### src/rtl/imem_stepper.sv
// ---------------------------------------------------------------------------
// imem_stepper
//
// Single-clock instruction-memory sequencer for board bring-up. Walks the
// address of an asynchronous-read instruction ROM from 0 to LAST_ADDR and
// wraps. It either free-runs at a prescaled rate or pauses and advances one
// word per press of a step button. The fetched word is captured one cycle
// after every address change and flagged valid.
//
// Optional feature macro: STEPPER_DEBOUNCE_EN
//   When defined, the synchronised step level is debounced. A change of level
//   is accepted only after DEB_CYC consecutive stable cycles. Without the
//   macro there is no debouncer and no debounce counter.
//
// Ports
//   clk         system clock
//   rst         asynchronous, active-high reset
//   run_i       1 = free-run, 0 = pause / single-step
//   speed_i     prescaler tap select (0 = FAST_TAP, 1 = SLOW_TAP)
//   step_i      raw step button, asynchronous to clk
//   clr_i       synchronous return to address 0
//   rom_addr_o  ROM address (registered)
//   rom_data_i  ROM read data, combinational from rom_addr_o
//   instr_o     registered instruction word
//   valid_o     instr_o holds the word at rom_addr_o
//   adv_o       one-cycle pulse: address changed on the last edge
//   wrap_o      one-cycle pulse: address wrapped LAST_ADDR -> 0
// ---------------------------------------------------------------------------
module imem_stepper #(
    parameter int ADDR_W    = 6,
    parameter int DATA_W    = 32,
    parameter int LAST_ADDR = 23,
    parameter int DIV_W     = 26,
    parameter int FAST_TAP  = 24,
    parameter int SLOW_TAP  = 25,
    parameter int DEB_CYC   = 16
) (
    input  logic              clk,
    input  logic              rst,
    input  logic              run_i,
    input  logic              speed_i,
    input  logic              step_i,
    input  logic              clr_i,
    output logic [ADDR_W-1:0] rom_addr_o,
    input  logic [DATA_W-1:0] rom_data_i,
    output logic [DATA_W-1:0] instr_o,
    output logic              valid_o,
    output logic              adv_o,
    output logic              wrap_o
);

    typedef enum logic [0:0] {
        ST_PAUSE = 1'b0,
        ST_RUN   = 1'b1
    } state_t;

    localparam logic [ADDR_W-1:0] ADDR_ZERO = {ADDR_W{1'b0}};
    localparam logic [ADDR_W-1:0] ADDR_ONE  = {{(ADDR_W-1){1'b0}}, 1'b1};
    localparam logic [ADDR_W-1:0] ADDR_LAST = ADDR_W'(LAST_ADDR);
    localparam logic [DIV_W-1:0]  DIV_ONE   = {{(DIV_W-1){1'b0}}, 1'b1};

    // Tick pattern: bits [TAP:0] of the prescaler equal 0 followed by all
    // ones. Built one bit wider so TAP = DIV_W-1 is still representable.
    localparam logic [DIV_W:0] FAST_SPAN = {{DIV_W{1'b0}}, 1'b1} << (FAST_TAP + 1);
    localparam logic [DIV_W:0] SLOW_SPAN = {{DIV_W{1'b0}}, 1'b1} << (SLOW_TAP + 1);
    localparam logic [DIV_W:0] FAST_M_W  = FAST_SPAN - {{DIV_W{1'b0}}, 1'b1};
    localparam logic [DIV_W:0] SLOW_M_W  = SLOW_SPAN - {{DIV_W{1'b0}}, 1'b1};
    localparam logic [DIV_W-1:0] FAST_MASK = FAST_M_W[DIV_W-1:0];
    localparam logic [DIV_W-1:0] SLOW_MASK = SLOW_M_W[DIV_W-1:0];
    localparam logic [DIV_W-1:0] FAST_VAL  = FAST_MASK >> 1;
    localparam logic [DIV_W-1:0] SLOW_VAL  = SLOW_MASK >> 1;

    state_t              state_r;
    state_t              state_nxt_s;
    logic [DIV_W-1:0]    div_cnt_r;
    logic                tick_s;
    logic [1:0]          sync_r;
    logic                step_lvl_s;
    logic                step_prev_r;
    logic                step_p_s;
    logic                advance_s;
    logic [ADDR_W-1:0]   addr_nxt_s;
    logic                wrap_nxt_s;
    logic                addr_chg_s;
    logic                adv_nxt_s;
    logic                load_req_s;
    logic                load_pend_r;

    // Free-running prescaler; wraps naturally.
    always_ff @(posedge clk or posedge rst) begin
        if (rst) begin
            div_cnt_r <= {DIV_W{1'b0}};
        end else begin
            div_cnt_r <= div_cnt_r + DIV_ONE;
        end
    end

    // Tick decode. Each tap's pattern occurs once per its own period, so
    // switching taps can only pick up a genuine pattern match.
    always_comb begin
        tick_s = 1'b0;
        if (speed_i) begin
            tick_s = ((div_cnt_r & SLOW_MASK) == SLOW_VAL);
        end else begin
            tick_s = ((div_cnt_r & FAST_MASK) == FAST_VAL);
        end
    end

    // Two-flop synchroniser for the asynchronous step button.
    always_ff @(posedge clk or posedge rst) begin
        if (rst) begin
            sync_r <= 2'b00;
        end else begin
            sync_r <= {sync_r[0], step_i};
        end
    end

`ifdef STEPPER_DEBOUNCE_EN
    localparam int DEB_W = (DEB_CYC > 1) ? $clog2(DEB_CYC + 1) : 1;
    localparam logic [DEB_W-1:0] DEB_LAST = DEB_W'(DEB_CYC - 1);
    localparam logic [DEB_W-1:0] DEB_ONE  = {{(DEB_W-1){1'b0}}, 1'b1};

    logic [DEB_W-1:0] deb_cnt_r;
    logic             deb_lvl_r;

    // Debouncer: counts consecutive cycles the synchronised level differs
    // from the accepted level; the new level is taken on the DEB_CYC-th one.
    always_ff @(posedge clk or posedge rst) begin
        if (rst) begin
            deb_cnt_r <= {DEB_W{1'b0}};
            deb_lvl_r <= 1'b0;
        end else if (sync_r[1] == deb_lvl_r) begin
            deb_cnt_r <= {DEB_W{1'b0}};
        end else if (deb_cnt_r == DEB_LAST) begin
            deb_cnt_r <= {DEB_W{1'b0}};
            deb_lvl_r <= sync_r[1];
        end else begin
            deb_cnt_r <= deb_cnt_r + DEB_ONE;
        end
    end

    assign step_lvl_s = deb_lvl_r;
`else
    assign step_lvl_s = sync_r[1];
`endif

    // Previous step level for rising-edge detection.
    always_ff @(posedge clk or posedge rst) begin
        if (rst) begin
            step_prev_r <= 1'b0;
        end else begin
            step_prev_r <= step_lvl_s;
        end
    end

    assign step_p_s = step_lvl_s & ~step_prev_r;

    // FSM state register.
    always_ff @(posedge clk or posedge rst) begin
        if (rst) begin
            state_r <= ST_PAUSE;
        end else begin
            state_r <= state_nxt_s;
        end
    end

    // FSM next state and advance qualifier; advance uses the current state,
    // so a tick while paused or a step while running is simply dropped.
    always_comb begin
        state_nxt_s = state_r;
        advance_s   = 1'b0;
        case (state_r)
            ST_PAUSE: begin
                if (run_i) begin
                    state_nxt_s = ST_RUN;
                end else begin
                    state_nxt_s = ST_PAUSE;
                end
                advance_s = step_p_s;
            end
            ST_RUN: begin
                if (run_i) begin
                    state_nxt_s = ST_RUN;
                end else begin
                    state_nxt_s = ST_PAUSE;
                end
                advance_s = tick_s;
            end
            default: begin
                state_nxt_s = ST_PAUSE;
                advance_s   = 1'b0;
            end
        endcase
    end

    // Next address: clear beats advance, and a clear never reports a wrap.
    always_comb begin
        addr_nxt_s = rom_addr_o;
        wrap_nxt_s = 1'b0;
        if (clr_i) begin
            addr_nxt_s = ADDR_ZERO;
        end else if (advance_s) begin
            if (rom_addr_o == ADDR_LAST) begin
                addr_nxt_s = ADDR_ZERO;
                wrap_nxt_s = 1'b1;
            end else begin
                addr_nxt_s = rom_addr_o + ADDR_ONE;
            end
        end else begin
            addr_nxt_s = rom_addr_o;
        end
    end

    assign addr_chg_s = (addr_nxt_s != rom_addr_o);
    // A clear only pulses adv_o when it actually moved the address.
    assign adv_nxt_s  = clr_i ? addr_chg_s : advance_s;
    assign load_req_s = clr_i | advance_s;

    // Address, status pulses and instruction capture. A new load request
    // takes precedence over a pending one, so the capture always follows
    // the latest address and valid_o stays low until it lands.
    always_ff @(posedge clk or posedge rst) begin
        if (rst) begin
            rom_addr_o  <= ADDR_ZERO;
            adv_o       <= 1'b0;
            wrap_o      <= 1'b0;
            instr_o     <= {DATA_W{1'b0}};
            valid_o     <= 1'b0;
            load_pend_r <= 1'b1;
        end else begin
            rom_addr_o <= addr_nxt_s;
            adv_o      <= adv_nxt_s;
            wrap_o     <= wrap_nxt_s;
            if (load_req_s) begin
                load_pend_r <= 1'b1;
                valid_o     <= addr_chg_s ? 1'b0 : valid_o;
            end else if (load_pend_r) begin
                instr_o     <= rom_data_i;
                valid_o     <= 1'b1;
                load_pend_r <= 1'b0;
            end else begin
                load_pend_r <= 1'b0;
            end
        end
    end

endmodule

### config.mk
export PLATFORM = sky130hd
export DESIGN_NAME = imem_stepper
export DESIGN_NICKNAME = d
export VERILOG_FILES = /design/src/rtl/imem_stepper.sv
export SDC_FILE = /design/constraint.sdc
export NUM_CORES = 1
export LEC_CHECK = 0
export ABC_AREA = 1
export CORE_UTILIZATION = 45
export DETAILED_ROUTE_END_ITERATION = 6
export PLACE_DENSITY = 0.79
export SETUP_SLACK_MARGIN = 0.15
export SYNTH_ARGS = -nofsm -noshare
export SYNTH_HDL_FRONTEND = slang
export SYNTH_SLANG_ARGS = --single-unit
### constraint.sdc
create_clock -name clk -period 3.2 [get_ports clk]
set_input_delay 0.32 -clock clk [delete_from_list [all_inputs] [get_ports clk]]
set_output_delay 0.32 -clock clk [all_outputs]
set_load 0.005 [all_outputs]
==> metrics.md <==
| Metric | Value |
|---|---|
| Cell taking the most area after synthesis | dfrtp_1 |
| Commonest non-fill, non-tap cells in the layout | clkdlybuf4s50_1, dfrtp_1, nand2_1 |
| Htree depth | 3 |
| Cell count after synthesis | 269 |
| Ports | 79 |
| Placed cell areas | 4040 sq um |
| Clk root buf | clkbuf_8 |
| Total power draw | 2150 uW |
| Syn Nets | 309 |
| Crit-path cells | ha_1 -> nand2_1 -> nor2_2 -> nand2_2 -> nor2_4 -> nand4_4 -> nand4_2 -> mux2_2 |
| RSZ-0062 raised after global routing | false |
| Setup ws final | around 0.58 ns |
| Critical path origin | div_cnt_r[0] |
| Hold Path Class | reg2reg |
| Max Slew Vio Count | 0 |
| WL/cell | 13.0 um |
| Initial DRC Count | 64 |
| Status | finished, final reports clean |
| Global route total overflow | 0 |
| Core Rows | 30 |
| Tot GR Track Use | 0.175 |
| Final setup viols | 0 |
| Avg Cell Area, Syn | 11.8 sq um |
| Max cap viols | 0 |
| Largest net degree at the start of global routing | between 40 and 50 |
| First-pass GRT wire length | 9.76 mm |
| CP delay by family, top | simple AND/OR/NAND/NOR gates |
| Commonest non-fill, non-tap cell in the layout | clkdlybuf4s50_1 |
| Pre-CTS setup slack | 0.499 ns |
| Worst setup SP type | flop |
| Clock latency on the worst-skew pair | around 0.35 ns |
| Ys flop type | dfrtp_1 |
| PostCTS Resize Cnt | 0 |
| Crit Path Max Fanout | 33 |
| Required time of the critical path | 3.43 ns |
| Leakage | 0.00193 uW |
| Die Wd | roughly 86 um |
| PwrDens | 503 nW/um^2 |
| Fin area | around 4300 sq um |
| I/O Buffers | 78 |
| VDD IR max | approximately 0.19 mV |
| # nets final | 395 |
| Largest stage delay, worst path | 0.80 ns |
| Residual DRC count | 0 |
| Asr flop ratio synth | 1.00 |
| Worst path arrival time | 2.85 ns |
| Dpl hpwl | 4.22 mm |
| FMAX | around 380 MHz |
| Initial core utilization | 0.466 |
| Core box area | 6790 sq um |
| Setup_tns | 0 ns |
| Final period util | 0.819 |
| Routed via count | 2179 |
| Post-detailed-route count of antenna-violating nets | 0 |
| DR vias/cell | around 4.8 |
| TritonCTS clock tree | built |
| Final Hold Viols | 0 |
| Max Root-Sink Buffers | 2 |
| Vias in the first global route | 2112 |
| Most area-consuming cells after synthesis | dfrtp_1, mux2_2, xor2_1 |
| CP Capture Type | flop |
| Synth top area share | 0.561 |
| # Post-CTS Setup Buffers | 0 |
| Share of layout cells above drive strength 1 | 0.217 |
| EDFF count, synth | 0 |
| Routed WL | between 5 and 6 mm |
| Total clock sinks | 72 |
| Area delta synth->final | 34.7% |
| Die Ht | 85.9 um |
| Fin crit period | 2.62 ns |
| Slew HR | 0.292 |
| Hold-fix buffer count after cts | 0 |
| Hold_ws | 0.352 ns |
| Initial antenna violation count | 0 |
| Filler cells | 544 |
| Crit path kind | reg2reg |
| Critical R2R Launch | div_cnt_r[0] |
| Worst-margin pin slew | approximately 1.1 ns |
| Worst-path clk slew | 0.07 ns |
| Slowest-stage cell, CP | nand4_2 |
| Die Area | 7370 sq um |
| Gp weighted congestion | 0.812 |
| N_diodes | 0 |
| Post-synthesis register bit count | a little over 70 |
| Fraction of the yosys area taken by sequential cells | 0.570 |
| Hold Crit Start | sync_r[0] |
| Clock skew | 0.00773 ns |
| Mapped Area | 3160 sq um |
| Cts bufs inserted | 9 |
| Bufs and invs on worst path | 0 |
| Cell variety after synth | 27 |
| Yosys warns | 0 |
| Drt pass-1 iters | 4 |
area by class of cell:
| class | count | area (sq um) | share of cell area |
|---|---|---|---|
| Multi-Input combinational cell | 167 | 1210 | 0.285 |
| Tap cell | 96 | 120 | 0.0282 |
| Timing Repair Buffer | 81 | 816 | 0.191 |
| Inverter | 24 | 90.1 | 0.0211 |
| Clock buffer | 10 | 138 | 0.0323 |
| Sequential cell | 72 | 1800 | 0.423 |
| Clock inverter | 6 | 82.6 | 0.0194 |
logic make-up after synthesis:
group	share of synthesized area
compound gates	0.0127
xor+xnor	0.0747
fa+ha+maj	0.00791
buf+inv	0.0467
flops	0.570
mux	0.114
simple gates	0.174
cells in the mapped netlist (2+ instances only):
library cell and count:
dfrtp_1 71, nand2_1 34, mux2_2 32, inv_1 24
xor2_1 19, nor2_1 14, nand3_1 13, o21ai_0 8
xnor2_1 8, nor2_2 7, nand3_2 6, nand4_1 6
buf_4 5, nand2_2 3, nor3_1 3, ha_1 2
nand4_2 2, nor2_4 2, nor3_2 2
where the power goes:
group          switching [uW]  internal [uW]  total, uW
Sequential               38.1            988       1030
Combinational             107            232        339
Clock                     325            456        780
routing by layer:
| layer | global-route usage | share of wire | vias to the layer above |
|---|---|---|---|
| met5 | 0 | 0 | - |
| met4 | 0.102 | 0.030 | 0 |
| met3 | 0.0433 | 0.040 | 17 |
| met2 | 0.282 | 0.50 | 47 |
| met1 | 0.214 | 0.43 | 1062 |
| li1 | - | - | 1053 |
through the flow:
stage,cells,utilization
2_1_floorplan,269,-
3_3_place_gp,440,0.595
3_5_place_dp,440,0.595
4_1_cts,456,0.627
5_1_grt,456,0.627
6_report,456,0.627
flip-flops by register name, summed over array words and instances (netlist names):
| signal | flops |
|---|---|
| step_prev_r | 1 |
| instr_o | 32 |
| load_pend_r | 1 |
| sync_r | 2 |
| valid_o | 1 |
| rom_addr_o | 6 |
| adv_o | 1 |
| wrap_o | 1 |
| state_r | 1 |
| div_cnt_r | 26 |
path summary, 6_finish.rpt:
| kind | endpoint | slack, ns | depth (start not counted) |
|---|---|---|---|
| worst max-delay path | instr_o[13] | 0.58 | 8 |
| worst min-delay path | sync_r[1] | 0.35 | 0 |
| worst max register to register | instr_o[13] | 0.58 | 8 |
| worst min register to register | sync_r[1] | 0.35 | 0 |
| max in group asynchronous | load_pend_r | 2.08 | 3 |
| min in group asynchronous | instr_o[14] | 0.42 | 2 |
No activity file was read; power rests on OpenSTA's default activity.
